**src/rtl/med9_pkg.sv**
```systemverilog
// med9_pkg: shared types and sizes for the 3x3 median-of-medians scheduler
package med9_pkg;
    localparam int NUM_TAPS = 9;
    localparam int ROW      = 3;
    localparam int DEF_W    = 8;

    typedef enum logic [2:0] {
        LOAD,
        M0,
        M1,
        M2,
        MF,
        OUT
    } state_t;
endpackage

```
**src/rtl/med9_scheduler_if.sv**
```systemverilog
// med9_scheduler_if: sample-in / result-out handshake bundle with flush and busy
interface med9_scheduler_if #(parameter int W = 8) ();
    logic         flush;
    logic         in_valid;
    logic         in_ready;
    logic [W-1:0] in_data;
    logic         out_valid;
    logic         out_ready;
    logic [W-1:0] out_data;
    logic         busy;

    modport master (
        output flush, in_valid, in_data, out_ready,
        input  in_ready, out_valid, out_data, busy
    );

    modport slave (
        input  flush, in_valid, in_data, out_ready,
        output in_ready, out_valid, out_data, busy
    );
endinterface

```
**src/rtl/med9_scheduler_median.sv**
```systemverilog
// median: combinational unsigned median of three W-bit values
module median #(parameter int W = 8) (
    input  logic [W-1:0] a0,
    input  logic [W-1:0] a1,
    input  logic [W-1:0] a2,
    output logic [W-1:0] out
);
    logic [W-1:0] lo, hi, hi_c;

    // median = max(min(a0,a1), min(max(a0,a1),a2)); ties fall out naturally
    always_comb begin
        lo   = (a0 < a1) ? a0 : a1;
        hi   = (a0 < a1) ? a1 : a0;
        hi_c = (hi < a2) ? hi : a2;
        out  = (lo < hi_c) ? hi_c : lo;
    end
endmodule

```
**src/rtl/med9_scheduler.sv**
```systemverilog
// med9_scheduler: serial 9-sample window into one shared median unit over four compute cycles
module med9_scheduler
    import med9_pkg::*;
#(
    parameter int W = DEF_W
) (
    input logic              clk,
    input logic              rst,
    med9_scheduler_if.slave  bus
);
    state_t       state, state_nx;
    logic [3:0]   cnt;
    logic [W-1:0] p [NUM_TAPS];
    logic [W-1:0] r [ROW];
    logic [W-1:0] res;
    logic [W-1:0] a0, a1, a2, med;
    logic         accept;

    assign accept        = bus.in_valid && bus.in_ready;
    assign bus.in_ready  = state == LOAD;
    assign bus.out_valid = state == OUT;
    assign bus.out_data  = res;
    assign bus.busy      = !(state == LOAD && cnt == 4'd0);

    median #(.W(W)) u_median (
        .a0  (a0),
        .a1  (a1),
        .a2  (a2),
        .out (med)
    );

    // Steer one row (or the row medians) into the shared median unit; p0..p2 when idle
    always_comb begin
        a0 = p[0];
        a1 = p[1];
        a2 = p[2];
        case (state)
            M1: begin
                a0 = p[3];
                a1 = p[4];
                a2 = p[5];
            end
            M2: begin
                a0 = p[6];
                a1 = p[7];
                a2 = p[8];
            end
            MF: begin
                a0 = r[0];
                a1 = r[1];
                a2 = r[2];
            end
            default: ;
        endcase
    end

    // Next-state: load until the 9th accept, four fixed compute steps, hold until taken; flush wins
    always_comb begin
        state_nx = state;
        case (state)
            LOAD:    if (accept && cnt == 4'(NUM_TAPS - 1)) state_nx = M0;
            M0:      state_nx = M1;
            M1:      state_nx = M2;
            M2:      state_nx = MF;
            MF:      state_nx = OUT;
            OUT:     if (bus.out_ready) state_nx = LOAD;
            default: state_nx = LOAD;
        endcase
        if (bus.flush) state_nx = LOAD;
    end

    // State register
    always_ff @(posedge clk or posedge rst) begin
        if (rst) state <= LOAD;
        else     state <= state_nx;
    end

    // Sample capture, row-median and result registers; flush drops any coincident sample
    always_ff @(posedge clk or posedge rst) begin
        if (rst) begin
            cnt <= '0;
            res <= '0;
            for (int i = 0; i < NUM_TAPS; i++) p[i] <= '0;
            for (int i = 0; i < ROW; i++) r[i] <= '0;
        end else if (bus.flush) begin
            cnt <= '0;
        end else begin
            case (state)
                LOAD: if (accept) begin
                    p[cnt] <= bus.in_data;
                    cnt    <= (cnt == 4'(NUM_TAPS - 1)) ? 4'd0 : cnt + 4'd1;
                end
                M0:      r[0] <= med;
                M1:      r[1] <= med;
                M2:      r[2] <= med;
                MF:      res  <= med;
                default: ;
            endcase
        end
    end
endmodule

```
**src/flat_wrapper.sv**
```systemverilog
// flat-port wrapper written by rule: the top's interface ports become plain ports
module med9_scheduler_flat import med9_pkg::*;
#(
    parameter int W = DEF_W
)
  (clk, rst, bus_flush, bus_in_valid, bus_in_data, bus_out_ready, bus_in_ready, bus_out_valid, bus_out_data, bus_busy);
  med9_scheduler_if #(.W(W)) bus_i ();
  input logic clk;
  input logic rst;
  input wire logic [$bits(bus_i.flush)-1:0] bus_flush;
  input wire logic [$bits(bus_i.in_valid)-1:0] bus_in_valid;
  input wire logic [$bits(bus_i.in_data)-1:0] bus_in_data;
  input wire logic [$bits(bus_i.out_ready)-1:0] bus_out_ready;
  output wire logic [$bits(bus_i.in_ready)-1:0] bus_in_ready;
  output wire logic [$bits(bus_i.out_valid)-1:0] bus_out_valid;
  output wire logic [$bits(bus_i.out_data)-1:0] bus_out_data;
  output wire logic [$bits(bus_i.busy)-1:0] bus_busy;
  assign bus_i.flush = bus_flush;
  assign bus_i.in_valid = bus_in_valid;
  assign bus_i.in_data = bus_in_data;
  assign bus_i.out_ready = bus_out_ready;
  assign bus_in_ready = bus_i.in_ready;
  assign bus_out_valid = bus_i.out_valid;
  assign bus_out_data = bus_i.out_data;
  assign bus_busy = bus_i.busy;
  med9_scheduler #(.W(W)) u_core (.clk(clk), .rst(rst), .bus(bus_i));
endmodule
```
**config.mk**
```make
export PLATFORM = sky130hd
export DESIGN_NAME = med9_scheduler_flat
export DESIGN_NICKNAME = d
export VERILOG_FILES = /design/src/rtl/med9_pkg.sv /design/src/rtl/med9_scheduler_if.sv /design/src/rtl/med9_scheduler_median.sv /design/src/rtl/med9_scheduler.sv /design/src/flat_wrapper.sv
export SDC_FILE = /design/constraint.sdc
export NUM_CORES = 1
export LEC_CHECK = 0
export ABC_CLOCK_PERIOD_IN_PS = 20700
export CORE_MARGIN = 2
export CORE_UTILIZATION = 50
export CTS_CLUSTER_DIAMETER = 40
export CTS_CLUSTER_SIZE = 24
export DETAILED_ROUTE_END_ITERATION = 10
export PLACE_DENSITY = 0.67
export SLEW_MARGIN = 20
export SYNTH_ARGS = -nofsm -noshare
export SYNTH_HDL_FRONTEND = slang
export SYNTH_SLANG_ARGS = --single-unit
```
**constraint.sdc**
```tcl
create_clock -name clk -period 20.7 [get_ports clk]
set_input_delay 4.14 -clock clk [delete_from_list [all_inputs] [get_ports clk]]
set_output_delay 4.14 -clock clk [all_outputs]
set_load 0.02 [all_outputs]
```
# --- After elaboration in Yosys (flattened, before gate mapping) ---
# Index checks and enable logic that the tools add are counted.
totals:
  output_inout_bits: 11
  inputBits: 13
  wordCells: 65
  reg_bits: 111
op_classes:
  eq_ne: 8
  bitwise_logic: 2
  mux: 18
  addsub: 1
  n_lt_le_gt_ge: 5
  reduce_logical: 16
op_table:
  columns: ["cell", "count"]
  rows:
  - ["72-bit bitwise mux", 1]
  - ["8-bit case mux with 3 select lines", 3]
  - ["8-bit two-way mux", 5]
  - ["8-bit demux with 4-bit select", 1]
  - ["8-bit < comparator", 3]
  - ["3-bit case mux with 6 select lines", 1]
  - ["4-bit two-way mux", 4]
  - ["2-bit AND reduction", 6]
  - ["3-bit two-way mux", 3]
  - ["3-bit by 2-bit == test with 1-bit output (second input constant)", 2]
  - ["3-bit == test (second input constant)", 2]
  - ["3-bit != test (second input constant)", 2]
  - ["5-bit >= comparator (second input constant)", 1]
  - ["5-bit by 1-bit < comparator with 1-bit output (second input constant)", 1]
  - ["4-bit inverter with 5-bit output", 1]
  - ["4-bit by 1-bit adder with 4-bit output (second input constant)", 1]
  - ["4-bit == test (second input constant)", 1]
  - ["1-bit logical AND", 4]
  - ["4-bit logical NOT", 1]
  - ["2-bit nonzero test", 2]
  - ["3-bit by 1-bit == test with 1-bit output (second input constant)", 1]
  - ["3-bit logical NOT", 1]
  - ["3-bit AND reduction", 1]
  - ["1-bit logical NOT", 1]
  - ["1-bit inverter", 1]

# --- Depth between registers and ports, before layout ---
# Gate-level depths: netlist of the first run.
depth:
  depth_word: 8
  depth_mapped: 34
  ltp_nobuf: 30

# --- Modules after synthesis ---
# Synthesis of the first run repeated with hierarchy kept, for this count alone.
hier_totals:
  cells_unflattened: 521
  area_unflattened_um2: 6115.9
modules_own_cells:
  columns: ["module", "cells_each", "area_per_inst_um2", "seq_area_each_um2", "n_inst"]
  rows:
  - ["med9_scheduler", 398, 5156.2, 2777.7, 1]
  - ["median", 123, 959.7, 0.0, 1]

# --- Worst setup path before layout of the first run ---
# Ideal clock, no wire load.
synth_path:
  path_kind: "flip-flop to flip-flop"
  start: "register u_core.state[0]"
  end: "register u_core.res[1], in the netlist u_core.bus.out_data[1]"
  path_slack_ns: 14.220
  synth_period_minus_slack_ns: 6.480
  stages_incl_launch_ff: 33
  t_arrival_ns: 6.350
  path_buffers: 4
  required_ns: 20.569
  setup_time_ns: 0.131
  path_cell_list: "dfrtp_1 > buf_6 > nor2_1 > buf_1 > buf_2 > mux2i_1 > a21oi_1 > inv_1 > ha_1 > a21oi_1 > nand2_1 > a211oi_1 > o21ai_2 > buf_6 > mux2i_1 > inv_1 > ha_1 > a21o_1 > a21o_1 > a21oi_1 > nand3b_1 > o21ai_2 > mux2i_1 > inv_1 > ha_1 > a21o_1 > a21oi_1 > nor2_1 > nor2_1 > nand2_1 > a211oi_4 > mux2i_1 > o21ai_1"
synth_via:
  elab_chain_cells: 8
  word_cells_on_any_way: 14
  cone_classes: "order compare: 3; eq/ne: 3; mux: 7; reduce/logical: 1"
synth_lines:
  columns: ["item", "line_no", "rtl"]
  rows:
  - ["start, declared", "med9_scheduler.sv:11", "state_t state, state_nx;"]
  - ["start signal, assigned", "med9_scheduler.sv:75", "else state <= state_nx;"]
  - ["3-bit == test or 3-bit by 2-bit == test with 1-bit output (tied branches)", "med9_scheduler.sv:37, med9_scheduler.sv:88", null]
  - ["8-bit case mux with 3 select lines", "med9_scheduler.sv:37", "case (state)"]
  - ["8-bit < comparator", "med9_scheduler_median.sv:12, med9_scheduler_median.sv:13", null]
  - ["8-bit two-way mux", "med9_scheduler_median.sv:13", "hi = (a0 < a1) ? a1 : a0;"]
  - ["8-bit < comparator", "med9_scheduler_median.sv:14", "hi_c = (hi < a2) ? hi : a2;"]
  - ["8-bit two-way mux", "med9_scheduler_median.sv:14", null]
  - ["8-bit < comparator", "med9_scheduler_median.sv:15", "out = (lo < hi_c) ? hi_c : lo;"]
  - ["8-bit two-way mux", "med9_scheduler_median.sv:15", null]
  - ["end signal, assigned", "med9_scheduler.sv:96", "MF: res <= med;"]
  - ["end, declared", "med9_scheduler.sv:15", "logic [W-1:0] res;"]
# Parallel ways exist; a longest one is shown, timed or not.
# A chain may end at the register's enable or synchronous reset.

# --- Worst setup path in the final report of the first run ---
layout_path:
  start: "register u_core.state[0]"
  end: "register u_core.r[11] (netlist bit)"
layout_via:
  elab_chain_cells: 8
  word_cells_on_any_way: 14
  cone_classes: "order compare: 3; eq/ne: 3; mux: 7; reduce/logical: 1"
layout_lines:
  columns: ["item", "line_no", "rtl"]
  rows:
  - ["3-bit == test, or another cell as far along", "med9_scheduler.sv:37", null]
  - ["8-bit case mux with 3 select lines", "med9_scheduler.sv:37", null]
  - ["8-bit < comparator", "med9_scheduler_median.sv:12, med9_scheduler_median.sv:13", null]
  - ["8-bit two-way mux", "med9_scheduler_median.sv:13", null]
  - ["8-bit < comparator", "med9_scheduler_median.sv:14", null]
  - ["8-bit two-way mux", "med9_scheduler_median.sv:14", null]
  - ["8-bit < comparator", "med9_scheduler_median.sv:15", null]
  - ["8-bit two-way mux", "med9_scheduler_median.sv:15", null]
  - ["end, declared", "med9_scheduler.sv:14", "logic [W-1:0] r [ROW];"]
# Parallel ways exist; a longest one is shown, timed or not.

==> results.sh, run 1 <==
export IMPL_status="completed"
export IMPL_die_area_sq_um=13340
export IMPL_synth_most_common_cell="dfrtp_1"
export IMPL_hold_buffers=0
export IMPL_avgSynthCellArea_sq_um=10.64
export IMPL_ant_nets=0
export IMPL_fin_skew_ns=0.008914
export IMPL_first_iter_violations=289
export IMPL_cts_made_buffers=9
export IMPL_hold_viol=0
export IMPL_crit_type="reg2reg"
export IMPL_synthArstFlopShare_pct=100.0
export IMPL_synthesis_area_sq_um=6215
export IMPL_grt_overflow=0
export IMPL_finalWirelength_um=13330
export IMPL_n_antenna_cell=0
export IMPL_crit_family="compound AO/OA/AOI/OAI gates"
export IMPL_rsz0062_at_grt="false"
export IMPL_period_minus_slack_ns=7.736
export IMPL_grt_usage_pct=22.18
export IMPL_synthTopCellsByCount="111 x dfrtp_1, 89 x mux2_2, 56 x mux2i_1, 48 x nand2_1, 46 x nor2_1"
export IMPL_cts_tree="done"
export IMPL_min_from="u_core.bus.out_data[0]"
export IMPL_cts_resized=0
export IMPL_core_area_sq_um=12060
export IMPL_startpoint_type="flop"
export IMPL_power_mw=0.8070
export IMPL_portBuffers=23
export IMPL_ys_seq_elements=111
export IMPL_syn_nets=621
export IMPL_die_y_um=115.5
export IMPL_fmax_mhz=129.3
export IMPL_max_vdd_ir_drop_uv=77.30
export IMPL_worst_slew_pin_slew_ns=0.9695
export IMPL_drc=0
export IMPL_dp_cells=753
export IMPL_clockRootBuffer="clkbuf_16"
export IMPL_tns_ns=0
export IMPL_crit_path_top_delay_cell="nor2_4"
export IMPL_yosys_most_used_dff="dfrtp_1"
export IMPL_antenna_found_initial=0
export IMPL_routed_wire_length_per_instance_um=17.34
export IMPL_area_delta_synth_final_pct=10.95
export IMPL_grt_pass1_wl_um=22510
export IMPL_cp_num_buf_inv=5
export IMPL_drv_cap=0
export IMPL_fin_nets=633
export IMPL_worst_slack_ns=12.96
export IMPL_initial_core_util_pct=51.52
export IMPL_arrival_ns=7.96
export IMPL_drv_slew=0
export IMPL_clockBufferDepth=2
export IMPL_first_global_vias=4293
export IMPL_cts_setup_buffers=0
export IMPL_fin_cells=769
export IMPL_drive_gt1_share_pct=21.30
export IMPL_power_leakage_nw=3.198
export IMPL_cp_end_kind="flop"
export IMPL_p_per_area_nw_per_um2=117.0
export IMPL_seq_area_frac_synth_pct=44.69
export IMPL_synthTopCellsByArea="dfrtp_1 45%, mux2_2 16%, mux2i_1 9.0%"
export IMPL_critPathRequiredTime_ns=20.93
export IMPL_grt_max_degree=74
export IMPL_clk_pin_slew_ns=0.07
export IMPL_critical_path_max_stage_delay_ns=0.57
export IMPL_hold_path_class="reg2reg"
export IMPL_fp_dieW_um=115.5
export IMPL_via_per_inst=5.560
export IMPL_vias=4276
export IMPL_gp_congestion=0.8738
export IMPL_nFillCells=1044
export IMPL_firstDrtPassIters=5
export IMPL_synth_top_cell_area_share_pct=44.69
export IMPL_synth_edff_count=0
export IMPL_synth_top_area_cell="dfrtp_1"
export IMPL_path_max_fanout=36
export IMPL_cp_startpoint="u_core.state[0]"
export IMPL_setup_viol=0
export IMPL_slew_headroom_pct=34.45
export IMPL_yosysUniqueCellTypes=51
export IMPL_pin_count=24
export IMPL_ys_warn_count=0
export IMPL_clock_sinks=111
export IMPL_htreeDepth=3
export IMPL_pre_cts_slack_ns=12.67
export IMPL_rows=40
export IMPL_r2r_start="u_core.state[0]"
export IMPL_period_share_pct=37.37
export IMPL_synth_cells=584
export IMPL_hpwl_um=9830
export IMPL_insertion_delay_ns=0.36
==> state kept, by name, summed over array words and instances (netlist names) <==
register,count
u_core.p,72
u_core.r,24
u_core.cnt,4
u_core.state,3
u_core.bus.out_data,8
==> final timing paths <==
check	end	slack, ns	cells after the start
setup / recovery	u_core.r[11]	12.96	30
hold / removal	u_core.bus.out_data[0]	0.48	2
setup reg to reg	u_core.r[11]	12.96	30
hold reg to reg	u_core.bus.out_data[0]	0.48	2
max in group asynchronous	u_core.p[49]	15.27	3
min in group asynchronous	u_core.bus.out_data[6]	4.15	2
==> where the power goes <==
part,switching (mW),internal [mW],total (mW)
clock network,0.0823,0.0960,0.178
logic,0.203,0.151,0.354
registers,0.0268,0.248,0.275
==> layout make-up <==
cell class	instances	area, sq um	area share [%]
inverter	24	92.59	1.343
timing repair buffer	28	267.8	3.883
multi-input combinational	422	3241	47.00
clock buffer	10	229.0	3.321
clock inverter	6	77.57	1.125
tap	168	210.2	3.048
sequential	111	2778	40.28
==> cells in the final DEF, fill, tap and decap left out, types with 12 or more instances in the layout <==
cell	netlist	layout
dfrtp_1	111	111
mux2_2	89	89
mux2i_1	56	56
nand2_1	48	48
nor2_1	46	45
a21oi_1	45	45
o21ai_1	28	28
ha_1	24	24
inv_1	24	23
clkdlybuf4s50_1	0	23
o21ai_0	12	12
a211oi_1	12	12
==> per-stage QoR <==
stage	utilization (%)	instance area (sq um)	hold slack (ns)
finish	57.17	6895	0.4820
global route	57.17	6895	0.5080
CTS	57.05	6882	0.4894
detailed placement	54.51	6575	0.4733
global placement	54.51	6575	0.4642
floorplan	-	6215	0.4444
==> tightest hold or removal path: stages, from the launching register on <==
cell and delay [ns]:
dfrtp_1 0.35, nand2_1 0.04, o21ai_0 0.06
==> cell families after synthesis <==
kind of cell | count (synthesis) | share of synthesized area, %
compound gates | 120 | 11.84
xor+xnor | 1 | 0.1410
simple gates | 131 | 9.765
flops | 111 | 44.69
buf+inv | 51 | 3.423
fa+ha+maj | 25 | 4.993
mux | 145 | 25.15
==> per-layer routing <==
layer	GRT usage, %	vias up	routed length, um	part of all wire (%)
met5	0	-	0	0
met1	32.52	2104	6772	51
met3	5.178	8	498	3.7
li1	-	2107	-	-
met2	33.45	57	5918	44
met4	5.382	0	142	1.1
(Power assumes the default switching activity.)
==> inputs of run 2 (changes only) <==
Settings changed: ABC_CLOCK_PERIOD_IN_PS 20700 to 7100, PLACE_DENSITY 0.67 to 0.7.
Clock period 20.7 ns to 7.1 ns, I/O delays scaled along.
==> results.sh, run 2 (synthesized netlist as in run 1, its figures left out) <==
export IMPL_grt_usage_pct=22.15
export IMPL_nFillCells=1000
export IMPL_initial_core_util_pct=51.52
export IMPL_dr_wl_met3_um=579
export IMPL_startpoint_type="flop"
export IMPL_portBuffers=23
export IMPL_grt_overflow=0
export IMPL_largest_register_ff_count=72
export IMPL_arrival_ns=6.88
export IMPL_hold_viol=0
export IMPL_drive_gt1_share_pct=23.72
export IMPL_fmax_mhz=150.3
export IMPL_slew_headroom_pct=34.79
export IMPL_finalWirelength_um=13720
export IMPL_vias=4366
export IMPL_fin_skew_ns=0.01031
export IMPL_cp_num_buf_inv=6
export IMPL_critPathRequiredTime_ns=7.33
export IMPL_reg2reg_to="u_core.bus.out_data[5]"
export IMPL_cp_end_kind="flop"
export IMPL_grt_pass1_wl_um=22480
export IMPL_holdPathStages=2
export IMPL_cts_made_buffers=9
export IMPL_pin_count=24
export IMPL_htreeDepth=3
export IMPL_p_per_area_nw_per_um2=364.6
export IMPL_worst_slew_pin_slew_ns=0.9646
export IMPL_rows=40
export IMPL_routed_wire_length_per_instance_um=17.70
export IMPL_gp_congestion=0.9360
export IMPL_r2r_start="u_core.state[0]"
export IMPL_highest_layer="met4"
export IMPL_setup_viol=0
export IMPL_layout_commonest_cell="dfrtp_1"
export IMPL_regMostFlops="u_core.p"
export IMPL_fin_nets=639
export IMPL_period_minus_slack_ns=6.651
export IMPL_insertion_delay_ns=0.36
export IMPL_fp_dieW_um=115.5
export IMPL_die_y_um=115.5
export IMPL_clockRootBuffer="clkbuf_16"
export IMPL_critical_path_max_stage_delay_ns=0.37
export IMPL_crit_path_top_delay_cell="dfrtp_1"
export IMPL_drv_cap=0
export IMPL_max_vdd_ir_drop_uv=251.4
export IMPL_antenna_found_initial=0
export IMPL_path_max_fanout=20
export IMPL_power_leakage_nw=3.220
export IMPL_holdPathEnd="u_core.bus.out_data[5]"
export IMPL_final_design_area_no_fill_sq_um=7007
export IMPL_met1_length_um=6656
export IMPL_drv_slew=0
export IMPL_status="completed"
export IMPL_period_share_pct=93.68
export IMPL_pre_cts_slack_ns=0.1780
export IMPL_first_global_vias=4196
export IMPL_crit_type="reg2reg"
export IMPL_n_antenna_cell=0
export IMPL_clockBufferDepth=2
export IMPL_die_area_sq_um=13340
export IMPL_via_per_inst=5.634
export IMPL_ant_nets=0
export IMPL_core_area_sq_um=12060
export IMPL_drc=0
export IMPL_clk_pin_slew_ns=0.07
export IMPL_clock_sinks=111
export IMPL_hpwl_um=9987
export IMPL_place_area_sq_um=6613
export IMPL_min_from="u_core.bus.out_data[5]"
export IMPL_fin_cells=775
export IMPL_first_iter_violations=250
export IMPL_hold_path_class="reg2reg"
export IMPL_route_met2_wl_um=6229
export IMPL_worst_slack_ns=0.4487
export IMPL_cts_tree="done"
export IMPL_firstDrtPassIters=5
export IMPL_r2r_slack_ns=0.45
export IMPL_grt_max_degree=91
export IMPL_r2r_cells=31
export IMPL_power_mw=2.555
export IMPL_crit_family="compound AO/OA/AOI/OAI gates"
export IMPL_hold_ws_ns=0.4857
export IMPL_mostFrequentLayoutCells="110 x dfrtp_1, 89 x mux2_2, 49 x mux2i_1"
export IMPL_area_delta_synth_final_pct=12.74
export IMPL_dp_cells=758
==> run 2: cell count changes in the layout (fill, tap and decap cells not counted), sizes merged <==
cell	delta
bufinv	-1
clkinvlp	+1
clkinv	-2
buf	+6
clkbuf	+2
==> run 2: cell type report <==
type                            instances  area (sq um)  area share [%]
Sequential cell                       111          2779           39.66
Tap cell                              168         210.2           3.000
Multi-Input combinational cell        422          3287           46.91
Clock buffer                           12         256.5           3.661
Clock inverter                          4         37.54          0.5357
Timing Repair Buffer                   34         344.1           4.911
Inverter                               24         92.59           1.321
==> run 2: where the power goes <==
group          internal (mW)  leakage (nW)  switching, mW
Combinational          0.567          1.59          0.685
Clock                  0.262         0.139          0.240
Sequential             0.723          1.49         0.0775
Total                   1.55          3.22           1.00
==> run 2: metal layers <==
metal  vias up  global-route usage, %
met5         -                      0
met2        80                  32.90
met1      2150                  32.51
met4         0                  7.791
li1       2118                      -
met3        18                  4.236
==> run 2: stage by stage <==
stage                     util (%)  TNS (ns)
final                        58.09         0
after global routing         58.09    -1.372
after CTS                    57.26         0
after detailed placement     54.82         0
after global placement       54.82         0
after floorplan                  -         0
==> run 2: worst max-delay path by stage <==
stage | startpoint | to | depth (start not counted)
floorplan | u_core.state[0] | u_core.bus.out_data[1] | 32
CTS | u_core.state[0] | u_core.r[20] | 30
global placement | u_core.state[0] | u_core.r[12] | 29
global route | u_core.state[0] | u_core.r[13] | 32
finish | u_core.state[0] | u_core.bus.out_data[5] | 31
detailed placement | u_core.state[0] | u_core.r[12] | 30
==> run 2: repair_timing <==
| item | CTS | global route |
|---|---|---|
| buffers inserted | 0 | 1 |
| resized for setup | 0 | 17 |
| hold buffers | 0 | 0 |
| endpoints found under the setup margin | 0 | 28 |
==> run 2: worst register-to-register path, delay by kind of cell, from the launching register on <==
| family | cells | cell delay [ns] |
|---|---|---|
| mux | 4 | 1.29 |
| compound gates | 12 | 2.35 |
| flops | 1 | 0.37 |
| fa+ha+maj | 3 | 0.81 |
| simple gates | 6 | 0.79 |
| buf+inv | 6 | 0.88 |
==> inputs of run 3 (changes only) <==
Settings changed: SKIP_LAST_GASP set to 1.
==> results of run 3 <==
No change in the layout: final DEF, timing and power equal those of run 2.
